### src/rtl/vga_pkg.sv
// Shared VGA constants: colours, default display geometry, scale encoding and
// the per-axis bounce state.
package vga_pkg;

   localparam logic [23:0] BLACK = 24'h000000;
   localparam logic [23:0] WHITE = 24'hFFFFFF;
   localparam logic [23:0] RED   = 24'hFF0000;
   localparam logic [23:0] GREEN = 24'h00FF00;
   localparam logic [23:0] BLUE  = 24'h0000FF;

   localparam int unsigned DEF_H_DISP = 1280;
   localparam int unsigned DEF_V_DISP = 1024;

   typedef enum logic [1:0] {
      Scale1x    = 2'd0,
      Scale2x    = 2'd1,
      Scale4x    = 2'd2,
      Scale1xAlt = 2'd3
   } scale_e;

   typedef enum logic {
      DirPos = 1'b0,
      DirNeg = 1'b1
   } dir_e;

   typedef struct packed {
      logic [10:0] pos;
      dir_e        dir;
   } axis_t;

   function automatic logic [1:0] scale_shift(input logic [1:0] sel);
      logic [1:0] sh;
      case (sel)
         Scale2x: sh = 2'd1;
         Scale4x: sh = 2'd2;
         default: sh = 2'd0;
      endcase
      return sh;
   endfunction

endpackage

### src/rtl/vga_sprite_mover.sv
// Frame-boundary sprite state: position, bounce direction and scale shift, all
// updated only on the end-of-frame pixel so the sprite never tears.
module vga_sprite_mover
   import vga_pkg::*;
#(
   parameter int unsigned H_DISP = DEF_H_DISP,
   parameter int unsigned V_DISP = DEF_V_DISP,
   parameter int unsigned IMG_W  = 100,
   parameter int unsigned IMG_H  = 100,
   parameter int unsigned INIT_X = 590,
   parameter int unsigned INIT_Y = 462,
   parameter int unsigned STEP   = 2
) (
   input  logic        vga_clk,
   input  logic        sys_rst,
   input  logic        eof,
   input  logic [10:0] pos_x,
   input  logic [10:0] pos_y,
   input  logic [1:0]  scale_sel,
   input  logic        move_en,
   output logic [10:0] sprite_x,
   output logic [10:0] sprite_y,
   output logic [1:0]  sh
);

   localparam logic [11:0] HD = 12'(H_DISP);
   localparam logic [11:0] VD = 12'(V_DISP);
   localparam logic [11:0] IW = 12'(IMG_W);
   localparam logic [11:0] IH = 12'(IMG_H);
   localparam logic [11:0] ST = 12'(STEP);

   logic [10:0] x_q, y_q;
   dir_e        dir_x_q, dir_y_q;
   logic [1:0]  sh_q;

   logic [1:0]  sh_d;
   logic [11:0] span_w, span_h;
   axis_t       nx, ny;

   // Current position is clamped to the new span first, so a scale change
   // never leaves the sprite hanging off the screen edge.
   function automatic axis_t next_axis(input logic [11:0] cur, input logic [11:0] req,
                                       input logic [11:0] span, input logic [11:0] disp,
                                       input logic move, input dir_e dir);
      logic [11:0] lim;
      logic [11:0] c;
      logic [11:0] p;
      dir_e        d;
      lim = disp - span;
      c   = (cur > lim) ? lim : cur;
      d   = dir;
      p   = c;
      if (!move) begin
         p = (req > lim) ? lim : req;
      end else if (dir == DirPos) begin
         if (c + ST + span >= disp) begin
            p = lim;
            d = DirNeg;
         end else begin
            p = c + ST;
         end
      end else begin
         if (c < ST) begin
            p = 12'd0;
            d = DirPos;
         end else begin
            p = c - ST;
         end
      end
      return '{pos: p[10:0], dir: d};
   endfunction

   always_comb begin
      sh_d   = scale_shift(scale_sel);
      span_w = IW << sh_d;
      span_h = IH << sh_d;
      nx     = next_axis({1'b0, x_q}, {1'b0, pos_x}, span_w, HD, move_en, dir_x_q);
      ny     = next_axis({1'b0, y_q}, {1'b0, pos_y}, span_h, VD, move_en, dir_y_q);
   end

   always_ff @(posedge vga_clk) begin
      if (sys_rst) begin
         x_q     <= 11'(INIT_X);
         y_q     <= 11'(INIT_Y);
         dir_x_q <= DirPos;
         dir_y_q <= DirPos;
         sh_q    <= 2'd0;
      end else if (eof) begin
         x_q     <= nx.pos;
         y_q     <= ny.pos;
         dir_x_q <= nx.dir;
         dir_y_q <= ny.dir;
         sh_q    <= sh_d;
      end
   end

   assign sprite_x = x_q;
   assign sprite_y = y_q;
   assign sh       = sh_q;

endmodule

### src/rtl/vga_sprite_engine.sv
// Sprite overlay stage: maps pixel coordinates to image-ROM addresses and
// merges ROM data over the background, aligned to the ROM read latency.
module vga_sprite_engine
   import vga_pkg::*;
#(
   parameter int unsigned H_DISP    = DEF_H_DISP,
   parameter int unsigned V_DISP    = DEF_V_DISP,
   parameter int unsigned IMG_W     = 100,
   parameter int unsigned IMG_H     = 100,
   parameter int unsigned ADDR_W    = 14,
   parameter int unsigned ROM_LAT   = 1,
   parameter int unsigned INIT_X    = 590,
   parameter int unsigned INIT_Y    = 462,
   parameter int unsigned STEP      = 2,
   parameter logic [23:0] KEY_COLOR = 24'hFF00FF
) (
   input  logic              vga_clk,
   input  logic              sys_rst,
   input  logic [10:0]       pixel_xpos,
   input  logic [10:0]       pixel_ypos,
   input  logic [10:0]       pos_x,
   input  logic [10:0]       pos_y,
   input  logic [1:0]        scale_sel,
   input  logic              move_en,
   input  logic              key_en,
   input  logic [23:0]       bg_color,
   output logic [ADDR_W-1:0] rom_addr,
   output logic              rom_rd_en,
   input  logic [23:0]       rom_data,
   output logic [23:0]       pixel_data,
   output logic [10:0]       sprite_x,
   output logic [10:0]       sprite_y
);

   localparam int LAT = int'(ROM_LAT);

   logic              eof;
   logic [1:0]        sh;
   logic [11:0]       x12, y12, sx12, sy12;
   logic [11:0]       span_w, span_h;
   logic [11:0]       dx, dy;
   logic              hit;
   logic [ADDR_W-1:0] rom_offset;
   logic              show_rom;

   // Hit flag and background travel alongside the ROM access.
   logic              hit_pipe_q [0:LAT];
   logic [23:0]       bg_pipe_q  [0:LAT];

   assign eof = (pixel_xpos == 11'(H_DISP - 1)) && (pixel_ypos == 11'(V_DISP - 1));

   vga_sprite_mover #(
      .H_DISP (H_DISP),
      .V_DISP (V_DISP),
      .IMG_W  (IMG_W),
      .IMG_H  (IMG_H),
      .INIT_X (INIT_X),
      .INIT_Y (INIT_Y),
      .STEP   (STEP)
   ) u_mover (
      .vga_clk   (vga_clk),
      .sys_rst   (sys_rst),
      .eof       (eof),
      .pos_x     (pos_x),
      .pos_y     (pos_y),
      .scale_sel (scale_sel),
      .move_en   (move_en),
      .sprite_x  (sprite_x),
      .sprite_y  (sprite_y),
      .sh        (sh)
   );

   always_comb begin
      x12        = {1'b0, pixel_xpos};
      y12        = {1'b0, pixel_ypos};
      sx12       = {1'b0, sprite_x};
      sy12       = {1'b0, sprite_y};
      span_w     = 12'(IMG_W) << sh;
      span_h     = 12'(IMG_H) << sh;
      hit        = (x12 >= sx12) && (x12 < sx12 + span_w) &&
                   (y12 >= sy12) && (y12 < sy12 + span_h);
      dx         = (x12 - sx12) >> sh;
      dy         = (y12 - sy12) >> sh;
      rom_offset = ADDR_W'(dy) * ADDR_W'(IMG_W) + ADDR_W'(dx);
   end

   always_ff @(posedge vga_clk) begin
      if (sys_rst) begin
         rom_addr  <= '0;
         rom_rd_en <= 1'b0;
      end else begin
         rom_rd_en <= hit;
         if (hit) begin
            rom_addr <= rom_offset;
         end
      end
   end

   always_ff @(posedge vga_clk) begin
      if (sys_rst) begin
         for (int i = 0; i <= LAT; i++) begin
            hit_pipe_q[i] <= 1'b0;
            bg_pipe_q[i]  <= '0;
         end
      end else begin
         hit_pipe_q[0] <= hit;
         bg_pipe_q[0]  <= bg_color;
         for (int i = 1; i <= LAT; i++) begin
            hit_pipe_q[i] <= hit_pipe_q[i-1];
            bg_pipe_q[i]  <= bg_pipe_q[i-1];
         end
      end
   end

   assign show_rom = hit_pipe_q[LAT] && !(key_en && (rom_data == KEY_COLOR));

   always_ff @(posedge vga_clk) begin
      if (sys_rst) begin
         pixel_data <= '0;
      end else begin
         pixel_data <= show_rom ? rom_data : bg_pipe_q[LAT];
      end
   end

endmodule

### config.mk
export PLATFORM = sky130hd
export DESIGN_NAME = vga_sprite_engine
export DESIGN_NICKNAME = d
export VERILOG_FILES = /design/src/rtl/vga_pkg.sv /design/src/rtl/vga_sprite_mover.sv /design/src/rtl/vga_sprite_engine.sv
export SDC_FILE = /design/constraint.sdc
export NUM_CORES = 1
export LEC_CHECK = 0
export CAP_MARGIN = 20
export CORE_MARGIN = 2
export CORE_UTILIZATION = 32
export CTS_BUF_LIST = sky130_fd_sc_hd__clkbuf_8
export DETAILED_ROUTE_END_ITERATION = 10
export GPL_TIMING_DRIVEN = 0
export PLACE_DENSITY = 0.53
export RECOVER_POWER = 50
export SYNTH_ARGS = -nofsm -noshare
export SYNTH_HDL_FRONTEND = slang
export SYNTH_SLANG_ARGS = --single-unit
### constraint.sdc
create_clock -name vga_clk -period 17.5 [get_ports vga_clk]
set_clock_uncertainty 0.2 [all_clocks]
set_input_delay 3.5 -clock vga_clk [delete_from_list [all_inputs] [get_ports vga_clk]]
set_output_delay 3.5 -clock vga_clk [all_outputs]
set_load 0.05 [all_outputs]
# == Yosys cells after proc, flatten, opt, wreduce, memory -nomap -nowiden ==
# Memory sizes are Yosys's and may differ from the RTL's.
# Cells that the tools add are included.
# totals
out_inout_bits,61
mem_bits_rw,50
register_bits,65
memories,2
# memory_table
memory,words,word_bits,rd,rd_clocked_by_memory_dff,write_ports,line_no,rtl
bg_pipe_q,2,24,2,0,2,vga_sprite_engine.sv:48,logic [23:0] bg_pipe_q [0:LAT];
hit_pipe_q,2,1,2,0,2,vga_sprite_engine.sv:47,logic hit_pipe_q [0:LAT];
# classes
order_cmp,12
add_sub_neg,13
bitwise_logic,4
mux,27
mul,1
eq_ne,5
shifts,4
n_reduce_logical,8
# ops
operator,count
11-bit two-way mux,10
24-bit two-way mux,3
11-bit by 12-bit greater-than comparator with 1-bit output,4
11-bit by 12-bit adder with 12-bit output,2
12-bit adder,2
"12-bit by 2-bit adder with 12-bit output, second input constant",2
"24-bit equality test, second input constant",1
"12-bit by 11-bit greater-or-equal comparator with 1-bit output, second input constant",2
11-bit by 12-bit less-than comparator with 1-bit output,2
"12-bit by 2-bit less-than comparator with 1-bit output, second input constant",2
12-bit two-way mux,2
"7-bit by 2-bit left shift with 12-bit output, first input constant",2
12-bit by 2-bit right shift with 12-bit output,2
11-bit by 11-bit subtractor with 12-bit output,2
"11-bit by 12-bit subtractor with 12-bit output, first input constant",2
11-bit greater-or-equal comparator,2
"11-bit by 2-bit subtractor with 11-bit output, second input constant",2
14-bit by 12-bit adder with 14-bit output,1
"12-bit by 5-bit multiplier with 12-bit output, second input constant",1
"11-bit by 10-bit equality test with 1-bit output, second input constant",1
"11-bit equality test, second input constant",1
1-bit two-way mux,11
1-bit logical AND,6
1-bit OR,4
other kinds (5),5

# == Longest topological paths before layout ==
# depth
ltp_word,12
depth_mapped,36

# == Modules after synthesis ==
# Synthesis repeated with hierarchy kept, for this count alone.
# hier_totals
cells_unflattened,1463
area_unflattened_um2,11887.7
# by_module_without_submodules
module,area_per_inst_um2,seq_area_each_um2,instances,cells_each
vga_sprite_engine,6877.8,1761.7,1,794
vga_sprite_mover,5009.8,520.5,1,669

# == Worst setup path before layout ==
# No wires, ideal clock.
# synth_path
path_kind,input to register
from,input scale_sel[0]
to,register u_mover.y_q[4] (netlist: u_mover.sprite_y[4])
path_stages,36
required_time_ps,17183
setup_time_ps,117
n_path_buf,6
setup_slack_ps,7052
arrival_ps,10131
cell_sequence,inv_1 ha_1 clkbuf_1 clkbuf_1 inv_1 ha_1 clkbuf_1 inv_1 ha_1 o21ai_0 nand2b_1 a221o_1 o21ba_2 clkbuf_1 clkbuf_1 nand2_1 a21boi_0 inv_1 ha_1 and2_1 nand4_1 xnor2_1 nor2_1 a21oi_1 ha_1 o21a_1 o21a_1 o22ai_1 nand4b_1 a22oi_1 nor2_1 o32a_1 buf_2 mux2i_1 o221ai_1 a32o_1
# synth_between
elab_chain_len,12
# synth_lines
element,line_no,rtl
from (decl),vga_sprite_engine.sv:23,"input logic [1:0] scale_sel,"
2-bit equality test / 2-bit by 1-bit equality test with 1-bit output (equally long branches),vga_pkg.sv:33,case (sel)
2-bit case mux with 2 select lines (*),vga_pkg.sv:33,
named net u_mover.sh_d[1],vga_sprite_mover.sv:36,logic [1:0] sh_d;
7-bit by 2-bit left shift with 12-bit output (*),vga_sprite_mover.sv:76,span_h = IH << sh_d;
11-bit by 12-bit subtractor with 12-bit output,vga_sprite_mover.sv:49,lim = disp - span;
11-bit by 12-bit greater-than comparator with 1-bit output,vga_sprite_mover.sv:50,c = (cur > lim) ? lim : cur;
12-bit two-way mux,vga_sprite_mover.sv:50,
12-bit by 2-bit adder with 12-bit output,vga_sprite_mover.sv:56,if (c + ST + span >= disp) begin
12-bit adder,vga_sprite_mover.sv:56,
12-bit by 11-bit greater-or-equal comparator with 1-bit output,vga_sprite_mover.sv:56,
11-bit two-way mux,vga_sprite_mover.sv:56,
11-bit two-way mux,vga_sprite_mover.sv:55,end else if (dir == DirPos) begin
11-bit two-way mux (*),vga_sprite_mover.sv:53,if (!move) begin
to (signal assigned),vga_sprite_mover.sv:84,y_q <= 11'(INIT_Y);
to (signal assigned),vga_sprite_mover.sv:90,y_q <= ny.pos;
to (decl),vga_sprite_mover.sv:32,"logic [10:0] x_q, y_q;"
# Mark *: on every way through the listed nets, which the timed path passes. The rest lies on a longest branch.
# A chain may end at the register's enable or synchronous reset.

# == Worst setup path after layout ==
# layout_path
from,input scale_sel[0]
to,register u_mover.x_q[5] (netlist: u_mover.sprite_x[5])
# layout_between
elab_chain_len,12
# layout_lines
element,line_no,rtl
2-bit equality test / 2-bit by 1-bit equality test with 1-bit output (equally long branches),vga_pkg.sv:33,
2-bit case mux with 2 select lines (*),vga_pkg.sv:33,
named net u_mover.sh_d[1],vga_sprite_mover.sv:36,
7-bit by 2-bit left shift with 12-bit output (*),vga_sprite_mover.sv:75,span_w = IW << sh_d;
11-bit by 12-bit subtractor with 12-bit output,vga_sprite_mover.sv:49,
11-bit by 12-bit greater-than comparator with 1-bit output,vga_sprite_mover.sv:50,
12-bit two-way mux,vga_sprite_mover.sv:50,
12-bit by 2-bit adder with 12-bit output,vga_sprite_mover.sv:56,
12-bit adder,vga_sprite_mover.sv:56,
12-bit by 11-bit greater-or-equal comparator with 1-bit output,vga_sprite_mover.sv:56,
11-bit two-way mux,vga_sprite_mover.sv:56,
11-bit two-way mux,vga_sprite_mover.sv:55,
11-bit two-way mux (*),vga_sprite_mover.sv:53,
to (signal assigned),vga_sprite_mover.sv:83,x_q <= 11'(INIT_X);
to (signal assigned),vga_sprite_mover.sv:89,x_q <= nx.pos;
to (decl),vga_sprite_mover.sv:32,
# Marks and branches as above.

==> flow_summary.toml <==
[sta]
fin_ws_ns = 4.23
fmax_mhz = 75.4
min_period_ns = 13.27
finalCritPeriodShare_pct = 75.8
rsz0062_at_grt = "false"
fin_tns_setup_ns = 0
tightest_slew_ns = 0.915
drv_slew = 0
hold_violations = 0
finalSetupViolCount = 0
max_slew_margin_pct = 37.4

[detailed_routing]
dr.first_iter.drc_count = 757
via_per_inst = 5.41
totalWireLength_um = 38400
via_count = 10944
wire_per_inst_um = 19.0
post-route-drc-count = 0
drt_first_pass_iters = 5
ant_nets = 0

[logic_synthesis]
ys_ff_latch = 114
ys_warn_count = 0
synthFlopType = "dfxtp_1"
ys_seq_area_share_pct = 20.8
mappedNetlistArea_um2 = 11000
post_synth.cell_area_avg_um2 = 7.91
syn_nets = 1649
synth_edf_count = 0
async_reset_ff_share_pct = 0
synthCells = 1385
ys_types = 71

[setup_path]
worstPathArrival_ns = 13.38
r2r-start = "u_mover.sprite_y[6]"
slowest_stage = "inv_1"
cp_max_fo = 14
cp-start-kind = "primary input"
reg2reg_slack_ns = 10.42
r2r_cells = 29
endpoint_kind = "flip-flop"
reg2reg_to = "u_mover.sprite_y[4]"
critPathKind = "in2reg"
cp_common_cell = "ha_1"
cpPeakStageDelay_ns = 0.67
cp_data_required_time_ns = 17.61

[min_path]
hold_depth = 1
worstHoldStart = "bg_pipe_q[0][20]"
min-delay-path-class = "reg2reg"
min_to = "bg_pipe_q[0][44]"

[placed_design]
place.gp.congestion = 0.958
place_ws_ns = 3.96
place_area_um2 = 13100
place_hpwl_um = 31300
io_buffers = 157

[floorplan]
dieHeight_um = 189
rows = 67
die-area_um2 = 35700
core-area_um2 = 33600
dieWidth_um = 189
ios = 159
start_util_pct = 32.6

[finish]
postLayoutCoreUtil_pct = 40.1
n_antenna_cell = 0
layout_common_cells = "ha_1 (153), nor2_1 (132), clkdlybuf4s50_1 (118), dfxtp_1 (114), inv_1 (100)"
nets = 1825
drive_above_1_share_pct = 3.81
final_common_cell = "ha_1"
postLayoutCellArea_um2 = 13500
syn2layout_area_growth_pct = 23.1

[clock_network]
post_cts_buffers = 0
cts_inserted_buffers = 17
cts_sinks = 114
clk_pin_slew_ns = 0.09
cts_tree = "built"
ctsHoldBuffers = 0
ctsLongestPathBuffers = 2
cts-root-buf = "clkbuf_8"
clock_latency_ns = 0.47
cts-htree-levels = 4
cts_resized = 0

[grt]
grt_pass1_vias = 10909
grt_pass1_wl_um = 59500
grt_max_degree = 17
antenna_found_initial = 0
grtUsageTotal_pct = 21.4
grt-ovfl-total = 0

[pwr]
vdd.ir_drop.worst_v = 0.0000376
leakagePower_nw = 5.56
power_mw = 0.900
p_per_area_nw_per_um2 = 66.7

[status]
status = "finished, final reports clean"

[job]
max_cap_viol_count = 0
metrics by stage:
step / hold WS (ns) / cells
finish: 0.228 / 2022
global route: 0.250 / 2022
CTS: 0.231 / 2022
detailed placement: 0.220 / 1990
global placement: 0.217 / 1990
floorplan: 0.214 / 1385
area by class of cell:
type / instances / area, µm²
plain buffers: 55 / 218
clock buffers: 17 / 234
clock inverters: 15 / 170
fillers: 3497 / 20100
inverters: 104 / 390
multi-input cells: 1112 / 8070
flip-flops and latches: 114 / 2280
well taps: 448 / 561
repair buffers: 157 / 1570
cells by family after synthesis:
logic type                 after synthesis  synth area share [%]
adders and majority gates              166                  19.8
DFF                                    114                  20.8
buffers and inverters                  159                  5.55
and+or+nand+nor                        438                  19.5
muxes                                   63                  6.05
xor gates and xnor gates                80                  6.46
AOI/OAI and AO/OA                      365                  21.7
worst max-delay path by stage:
stage / from / to / slack, ns
detailed placement: scale_sel[0] / u_mover.sprite_y[4] / 3.96
CTS: scale_sel[0] / u_mover.sprite_y[4] / 4.45
global placement: scale_sel[0] / u_mover.sprite_y[4] / 3.91
finish: scale_sel[0] / u_mover.sprite_x[5] / 4.23
global route: scale_sel[0] / u_mover.sprite_y[8] / 3.79
floorplan: scale_sel[0] / u_mover.sprite_y[4] / 7.05
Yosys cell counts (all sizes together) (8+ instances only):
cell	number	share of area [%]
xor2	20	1.7
nor2	132	4.5
o21bai	11	0.75
nand2b	10	0.57
clkbuf	46	1.6
buf	9	0.41
nand4	16	0.91
a21o	14	0.96
dfxtp	114	21
and3	8	0.50
xnor2	60	4.8
nand2	97	3.3
nor4	9	0.51
a21boi	14	0.96
o21a	15	1.0
nor2b	64	3.7
nand3	21	0.96
a211oi	18	1.2
ha	153	17
o21ai	83	3.9
a21oi	94	4.3
a31oi	20	1.1
o211ai	14	0.96
inv	100	3.4
fa	13	2.4
mux2i	55	5.0
a221oi	8	0.64
nor3	46	2.1
layer usage:
layer  track usage [%]  part of all wire (%)
met1              27.1                    44
met2              37.2                    48
met3              3.28                   5.4
met4              6.79                   2.2
met5                 0                     0
flip-flops by register name (all words and copies together) (netlist names), 2 cells and up:
| register | flops |
|---|---|
| hit_pipe_q | 2 |
| u_mover.sprite_y | 11 |
| rom_addr | 14 |
| pixel_data | 24 |
| u_mover.sprite_x | 11 |
| u_mover.sh | 2 |
| bg_pipe_q | 48 |
power breakdown:
| part | total [mW] | internal, mW | switching [mW] |
|---|---|---|---|
| logic | 0.367 | 0.164 | 0.204 |
| clock network | 0.261 | 0.130 | 0.130 |
| registers | 0.272 | 0.269 | 0.00288 |
| total | 0.900 | 0.563 | 0.337 |
critical path, delay by kind of cell:
kind,cells,cell delay (ns)
xor+xnor,1,0.21
fa+ha+maj,5,1.91
simple gates,5,1.81
buf+inv,9,3.40
compound gates,11,2.51
Note: power is estimated with default switching activity, not from simulation.
